===== config.mk =====
export PLATFORM = sky130hd
export DESIGN_NAME = ifs_ctrl
export DESIGN_NICKNAME = d
export VERILOG_FILES = /design/src/rtl/ifs_ctrl.sv
export SDC_FILE = /design/constraint.sdc
export NUM_CORES = 1
export LEC_CHECK = 0
export BUFFER_PORTS_ARGS = -buffer_cell sky130_fd_sc_hd__buf_4
export CAP_MARGIN = 20
export CORE_MARGIN = 2
export CORE_UTILIZATION = 53
export CTS_CLUSTER_DIAMETER = 30
export DETAILED_ROUTE_END_ITERATION = 12
export PLACE_DENSITY_LB_ADDON = 0.15
export SYNTH_ARGS = -nofsm -noshare
export SYNTH_HDL_FRONTEND = slang
export SYNTH_SLANG_ARGS = --single-unit

===== constraint.sdc =====
create_clock -name osc_clk -period 1.9 [get_ports osc_clk]
set_input_delay 0.19 -clock osc_clk [delete_from_list [all_inputs] [get_ports osc_clk]]
set_output_delay 0.19 -clock osc_clk [all_outputs]
set_load 0.01 [all_outputs]

===== src/rtl/ifs_ctrl.sv =====
// ---------------------------------------------------------------------------
// IfsCtrl -- CAN interframe-space controller
//
// Tracks the bus between frames: bus integration after start-up or bus-off,
// the three-bit intermission, the eight-bit suspend-transmission field of an
// error-passive transmitter, and bus idle. Pulses the end of intermission,
// overload requests and start-of-frame detection.
//
// Ports
//   osc_clk          in   clock; all state changes on its rising edge
//   g_rst_n          in   asynchronous active-low reset
//   sampling_pt      in   one-cycle pulse at each nominal bit sample point
//   can_bus_in       in   sampled bus level (1 = recessive, 0 = dominant)
//   eof_done         in   pulse: last EOF bit of a frame sampled
//   ovld_err_tx_cmp  in   pulse: error/overload delimiter complete
//   node_was_tx      in   level: the ending frame was sent by this node
//   err_psv          in   level: node is error passive
//   bus_integ_req    in   pulse: request bus integration
//   rcvd_lst_bit_ifs out  pulse: last intermission bit after a received frame
//   txed_lst_bit_ifs out  pulse: last intermission bit after a sent frame
//   ovld_req         out  pulse: dominant seen in intermission bit 1 or 2
//   sof_det          out  pulse: dominant accepted as start of frame
//   bus_idle         out  level: high while in IDLE
//   ifs_state        out  current state (INTEG=0 FRAME=1 INTERM=2 SUSPEND=3 IDLE=4)
// ---------------------------------------------------------------------------
module ifs_ctrl (
    input  logic       osc_clk,
    input  logic       g_rst_n,
    input  logic       sampling_pt,
    input  logic       can_bus_in,
    input  logic       eof_done,
    input  logic       ovld_err_tx_cmp,
    input  logic       node_was_tx,
    input  logic       err_psv,
    input  logic       bus_integ_req,
    output logic       rcvd_lst_bit_ifs,
    output logic       txed_lst_bit_ifs,
    output logic       ovld_req,
    output logic       sof_det,
    output logic       bus_idle,
    output logic [2:0] ifs_state
);

    typedef enum logic [2:0] {
        ST_INTEG   = 3'd0,
        ST_FRAME   = 3'd1,
        ST_INTERM  = 3'd2,
        ST_SUSPEND = 3'd3,
        ST_IDLE    = 3'd4
    } ifs_state_e;

    // Counter values on which the final recessive bit of each field lands
    localparam logic [3:0] INTEG_LAST   = 4'd10;
    localparam logic [3:0] INTERM_LAST  = 4'd2;
    localparam logic [3:0] SUSPEND_LAST = 4'd7;

    ifs_state_e state_q, state_d;
    logic [3:0] bitCnt_q, bitCnt_d;
    logic       wasTx_q, wasTx_d;
    logic       rcvdLst_q, rcvdLst_d;
    logic       txedLst_q, txedLst_d;
    logic       ovldReq_q, ovldReq_d;
    logic       sofDet_q, sofDet_d;
    logic       busIdle_q;

    // Next-state logic. Integration requests override everything, a frame
    // end (EOF or error/overload delimiter) overrides a bit sample in the
    // same cycle, and only then is the sampled bus level looked at.
    always_comb begin
        state_d   = state_q;
        bitCnt_d  = bitCnt_q;
        wasTx_d   = wasTx_q;
        rcvdLst_d = 1'b0;
        txedLst_d = 1'b0;
        ovldReq_d = 1'b0;
        sofDet_d  = 1'b0;

        if (bus_integ_req) begin
            state_d  = ST_INTEG;
            bitCnt_d = 4'd0;
        end else if (eof_done || ovld_err_tx_cmp) begin
            // An error/overload delimiter never counts as our own transmission
            state_d  = ST_INTERM;
            bitCnt_d = 4'd0;
            wasTx_d  = eof_done ? node_was_tx : 1'b0;
        end else if (sampling_pt) begin
            case (state_q)
                ST_INTEG: begin
                    if (!can_bus_in) begin
                        bitCnt_d = 4'd0;
                    end else if (bitCnt_q == INTEG_LAST) begin
                        state_d  = ST_IDLE;
                        bitCnt_d = 4'd0;
                    end else begin
                        bitCnt_d = bitCnt_q + 4'd1;
                    end
                end
                ST_FRAME: begin
                end
                ST_INTERM: begin
                    if (!can_bus_in) begin
                        // Dominant in the third bit is a legal early SOF,
                        // earlier it signals an overload condition
                        if (bitCnt_q == INTERM_LAST) begin
                            sofDet_d = 1'b1;
                        end else begin
                            ovldReq_d = 1'b1;
                        end
                        state_d  = ST_FRAME;
                        bitCnt_d = 4'd0;
                    end else if (bitCnt_q == INTERM_LAST) begin
                        txedLst_d = wasTx_q;
                        rcvdLst_d = ~wasTx_q;
                        state_d   = (wasTx_q && err_psv) ? ST_SUSPEND : ST_IDLE;
                        bitCnt_d  = 4'd0;
                    end else begin
                        bitCnt_d = bitCnt_q + 4'd1;
                    end
                end
                ST_SUSPEND: begin
                    if (!can_bus_in) begin
                        sofDet_d = 1'b1;
                        state_d  = ST_FRAME;
                        bitCnt_d = 4'd0;
                    end else if (bitCnt_q == SUSPEND_LAST) begin
                        state_d  = ST_IDLE;
                        bitCnt_d = 4'd0;
                    end else begin
                        bitCnt_d = bitCnt_q + 4'd1;
                    end
                end
                ST_IDLE: begin
                    if (!can_bus_in) begin
                        sofDet_d = 1'b1;
                        state_d  = ST_FRAME;
                        bitCnt_d = 4'd0;
                    end
                end
                default: begin
                    // Unused encodings fall back to integration
                    state_d  = ST_INTEG;
                    bitCnt_d = 4'd0;
                end
            endcase
        end
    end

    // State and output registers; bus_idle is derived from the next state so
    // that it tracks ifs_state exactly.
    always_ff @(posedge osc_clk or negedge g_rst_n) begin
        if (!g_rst_n) begin
            state_q   <= ST_INTEG;
            bitCnt_q  <= 4'd0;
            wasTx_q   <= 1'b0;
            rcvdLst_q <= 1'b0;
            txedLst_q <= 1'b0;
            ovldReq_q <= 1'b0;
            sofDet_q  <= 1'b0;
            busIdle_q <= 1'b0;
        end else begin
            state_q   <= state_d;
            bitCnt_q  <= bitCnt_d;
            wasTx_q   <= wasTx_d;
            rcvdLst_q <= rcvdLst_d;
            txedLst_q <= txedLst_d;
            ovldReq_q <= ovldReq_d;
            sofDet_q  <= sofDet_d;
            busIdle_q <= (state_d == ST_IDLE);
        end
    end

    assign rcvd_lst_bit_ifs = rcvdLst_q;
    assign txed_lst_bit_ifs = txedLst_q;
    assign ovld_req         = ovldReq_q;
    assign sof_det          = sofDet_q;
    assign bus_idle         = busIdle_q;
    assign ifs_state        = state_q;

endmodule


==> impl_metrics.yaml <==
placement:
  gp_routability_congestion: 0.874
  dpl_cell_area_sq_um: 1040
  dp.cells: 132
  dpl_worst_slack_ns: 0.113
  port-buffer-count: 16
  dpl.hpwl_um: 1510
clocking:
  cts_buffers: 3
  clkLatencyLatePin_ns: 0.29
  cts_tree: "built"
  clockBufferDepth: 2
  cts_resized: 0
  clk_root_buffer_cell: "sky130_fd_sc_hd__clkbuf_4"
  cts.sinks: 13
  worst_setup_hold_path_clk_slew_ns: 0.09
  cts_htree_levels: 1
  cts_setup_buffers: 0
final_layout:
  drive_above_1_share_pct: 27.3
  syn_to_final_growth_pct: 18.3
  fin_nets: 133
  filler_cell_count: 116
  instances_no_fill: 137
  finalCoreUtilization_pct: 69.1
  final_cell_area_sq_um: 1080
  multi_input_area_sq_um: 508
  regArea_sq_um: 325
  antennaDiodeCount: 0
synthesis:
  synthesized_flop_and_latch_total: 13
  synthDistinctLibCells: 42
  synth.avg_cell_area_sq_um: 9.11
  ys_dominant_reg_cell: "sky130_fd_sc_hd__dfrtp_1"
  yosysWarningCount: 0
  cell_area_after_synthesis_sq_um: 911
  synth_edf_count: 0
  async_flop_share_pct: 100
  syn_nets: 111
  syn_inst: 100
  synth_sequential_area_ratio_pct: 35.7
floorplanning:
  die_w_um: 45.5
  initial_core_util_pct: 58.4
  die_y_um: 45.5
  io_pins: 17
  floorplan.core_area_sq_um: 1560
  std_cell_rows: 14
  die_area_sq_um: 2070
global_route:
  grt_use_total_pct: 21.5
  grt_antenna_before_repair: 0
  grt.overflow.total: 0
  grt_pass1_wl_um: 3130
  maximum_number_of_pins_on_one_net_before_global_route_repair: 14
  first_global_vias: 700
sta:
  timing.final.hold_violations: 0
  fin_skew_ns: 0.0111
  transition_time_at_the_pin_with_the_least_slew_margin_ns: 0.585
  totalNegativeSetupSlack_ns: 0
  maxClockFrequency_ghz: 0.551
  unrepaired_setup_endpoints_after_global_routing: "false"
  final_period_minus_worst_setup_slack_ns: 1.81
  final.period_utilization_pct: 95.5
  slew_violations: 0
  hold_ws_ns: 0.126
  timing.slew.headroom_pct: 60.0
  finalSetupViolations: 0
  final.setup.worst_slack_ns: 0.0855
routing:
  dr.pass1.iters: 4
  drtIter0Drc: 14
  routed_wl_um: 1970
  avgRoutedWirePerCell_um: 14.4
  vias: 843
  ant_nets: 0
  route.detailed.drc: 0
  post_drt_via_cell_ratio: 6.15
hold_path:
  hold_crit_class: "in -> reg"
critical_path:
  crit_path_start_kind: "register"
  worst-path-max-fanout: 5
  path_delay_family: "compound AO/OA/AOI/OAI gates"
  critPathMaxStageDelay_ns: 0.43
  worst_ep_required_time_ns: 2.11
  cp_slowest_cell: "sky130_fd_sc_hd__dfrtp_1"
  critical_path_class: "reg -> reg"
  worstPathBufferInverterCount: 1
  timing.critical_path.to_type: "register"
  timing.critical_path.arrival_ns: 2.03
  worstPathCellList: "inv_1 > ha_1 > or3b_4 > o32ai_2 > a41oi_1 > a211oi_2"
job:
  max-cap-violations: 0
power_and_ir_drop:
  ir_drop_uv: 423
  post-layout-total-power_mw: 0.550
  power_density_nw_per_um2: 511
  leakagePower_nw: 0.488
status:
  status: "complete, no violations"
[cell families (layout without fill, tap and decap cells)]
kind of cell / count (synthesis) / in the layout / synth area share (%)
AOI/OAI and AO/OA: 26 / 26 / 21.8
xor gates and xnor gates: 1 / 1 / 0.962
adders and majority gates: 2 / 2 / 2.75
buffers and inverters: 13 / 34 / 8.52
DFF: 13 / 13 / 35.7
and+or+nand+nor: 45 / 45 / 30.2
[worst register-to-register path, cell delays in order, from the launching register on]
cell and delay (ns):
sky130_fd_sc_hd__dfrtp_1 0.43, sky130_fd_sc_hd__inv_1 0.07, sky130_fd_sc_hd__ha_1 0.20, sky130_fd_sc_hd__or3b_4 0.40, sky130_fd_sc_hd__o32ai_2 0.25, sky130_fd_sc_hd__a41oi_1 0.18
sky130_fd_sc_hd__a211oi_2 0.22
[registers in the layout, indices dropped and copies added, names as in the netlist]
| signal | flops |
|---|---|
| txed_lst_bit_ifs | 1 |
| ovld_req | 1 |
| wasTx_q | 1 |
| bus_idle | 1 |
| rcvd_lst_bit_ifs | 1 |
| bitCnt_q | 4 |
| ifs_state | 3 |
| sof_det | 1 |
[per-layer routing]
metal / part of all wire (%) / track usage [%] / vias to the layer above
met1: 48 / 32.1 / 392
met2: 44 / 29.3 / 32
met5: 0 / 0 / -
met4: 2.4 / 12.4 / 0
met3: 5.4 / 2.78 / 5
li1: - / - / 414
[power breakdown]
| part | total, mW | internal, mW | switching (mW) |
|---|---|---|---|
| combinational | 0.0819 | 0.0363 | 0.0456 |
| clock | 0.181 | 0.0817 | 0.0993 |
| sequential | 0.287 | 0.281 | 0.00588 |
| total | 0.550 | 0.399 | 0.151 |
[Yosys cell counts (2+ instances only)]
master / count / area share (%)
sky130_fd_sc_hd__nand2_1: 7 / 2.9
sky130_fd_sc_hd__o21ai_0: 7 / 3.8
sky130_fd_sc_hd__nor3_1: 5 / 2.7
sky130_fd_sc_hd__nor2_1: 6 / 2.5
sky130_fd_sc_hd__o2111ai_1: 3 / 2.9
sky130_fd_sc_hd__o211ai_1: 2 / 1.6
sky130_fd_sc_hd__nand4b_1: 2 / 1.9
sky130_fd_sc_hd__nor3b_1: 4 / 3.3
sky130_fd_sc_hd__dfrtp_1: 13 / 36
sky130_fd_sc_hd__nor2b_1: 4 / 2.7
sky130_fd_sc_hd__nand3b_1: 2 / 1.6
sky130_fd_sc_hd__a31oi_1: 2 / 1.4
sky130_fd_sc_hd__inv_1: 8 / 3.3
sky130_fd_sc_hd__and2b_2: 2 / 1.9
sky130_fd_sc_hd__ha_1: 2 / 2.7
sky130_fd_sc_hd__nand3_1: 4 / 2.2
sky130_fd_sc_hd__buf_4: 2 / 1.6
[cell usage in the layout, fill, tap and decap left out, types with 2 or more instances in the layout]
master and instances:
sky130_fd_sc_hd__dfrtp_1 13, sky130_fd_sc_hd__o21ai_0 7, sky130_fd_sc_hd__clkbuf_4 3, sky130_fd_sc_hd__a31oi_1 2, sky130_fd_sc_hd__ha_1 2, sky130_fd_sc_hd__nand3_1 4
sky130_fd_sc_hd__inv_1 8, sky130_fd_sc_hd__and2b_2 2, sky130_fd_sc_hd__nand2_1 7, sky130_fd_sc_hd__o2111ai_1 3, sky130_fd_sc_hd__nor2b_1 4, sky130_fd_sc_hd__nor2_1 6
sky130_fd_sc_hd__nor3b_1 4, sky130_fd_sc_hd__buf_4 21, sky130_fd_sc_hd__nand3b_1 2, sky130_fd_sc_hd__nor3_1 5, sky130_fd_sc_hd__nand4b_1 2, sky130_fd_sc_hd__o211ai_1 2
[path summary, 6_finish.rpt]
| kind | start | to | slack, ns | depth (start not counted) |
|---|---|---|---|---|
| setup reg to reg | bitCnt_q[0]$_DFFE_PN0P_ | bus_idle$_DFF_PN0_ | 0.09 | 6 |
| max in group asynchronous | g_rst_n | ifs_state[0]$_DFF_PN0_ | 1.46 | 2 |
| hold reg to reg | wasTx_q$_DFFE_PN0P_ | rcvd_lst_bit_ifs$_DFF_PN0_ | 0.50 | 1 |
| min in group asynchronous | g_rst_n | bitCnt_q[2]$_DFFE_PN0P_ | 0.27 | 2 |
| setup / recovery | bitCnt_q[0]$_DFFE_PN0P_ | bus_idle$_DFF_PN0_ | 0.09 | 6 |
| hold / removal | bus_integ_req | wasTx_q$_DFFE_PN0P_ | 0.13 | 2 |
[area by class of cell]
cell class | count | share of cell area [%]
clock buffers | 4 | 2.44
inverters | 8 | 2.79
multi-input cells | 74 | 47.2
flip-flops and latches | 13 | 30.2
well taps | 16 | 1.86
repair buffers | 22 | 15.6
[repair_timing]
| action | 4_1_cts | 5_1_grt |
|---|---|---|
| hold buffers | 1 | 0 |
| setup endpoints to repair | 0 | 0 |
| endpoints found under the hold margin | 13 | 0 |
Note: power is estimated with default switching activity, not from simulation.
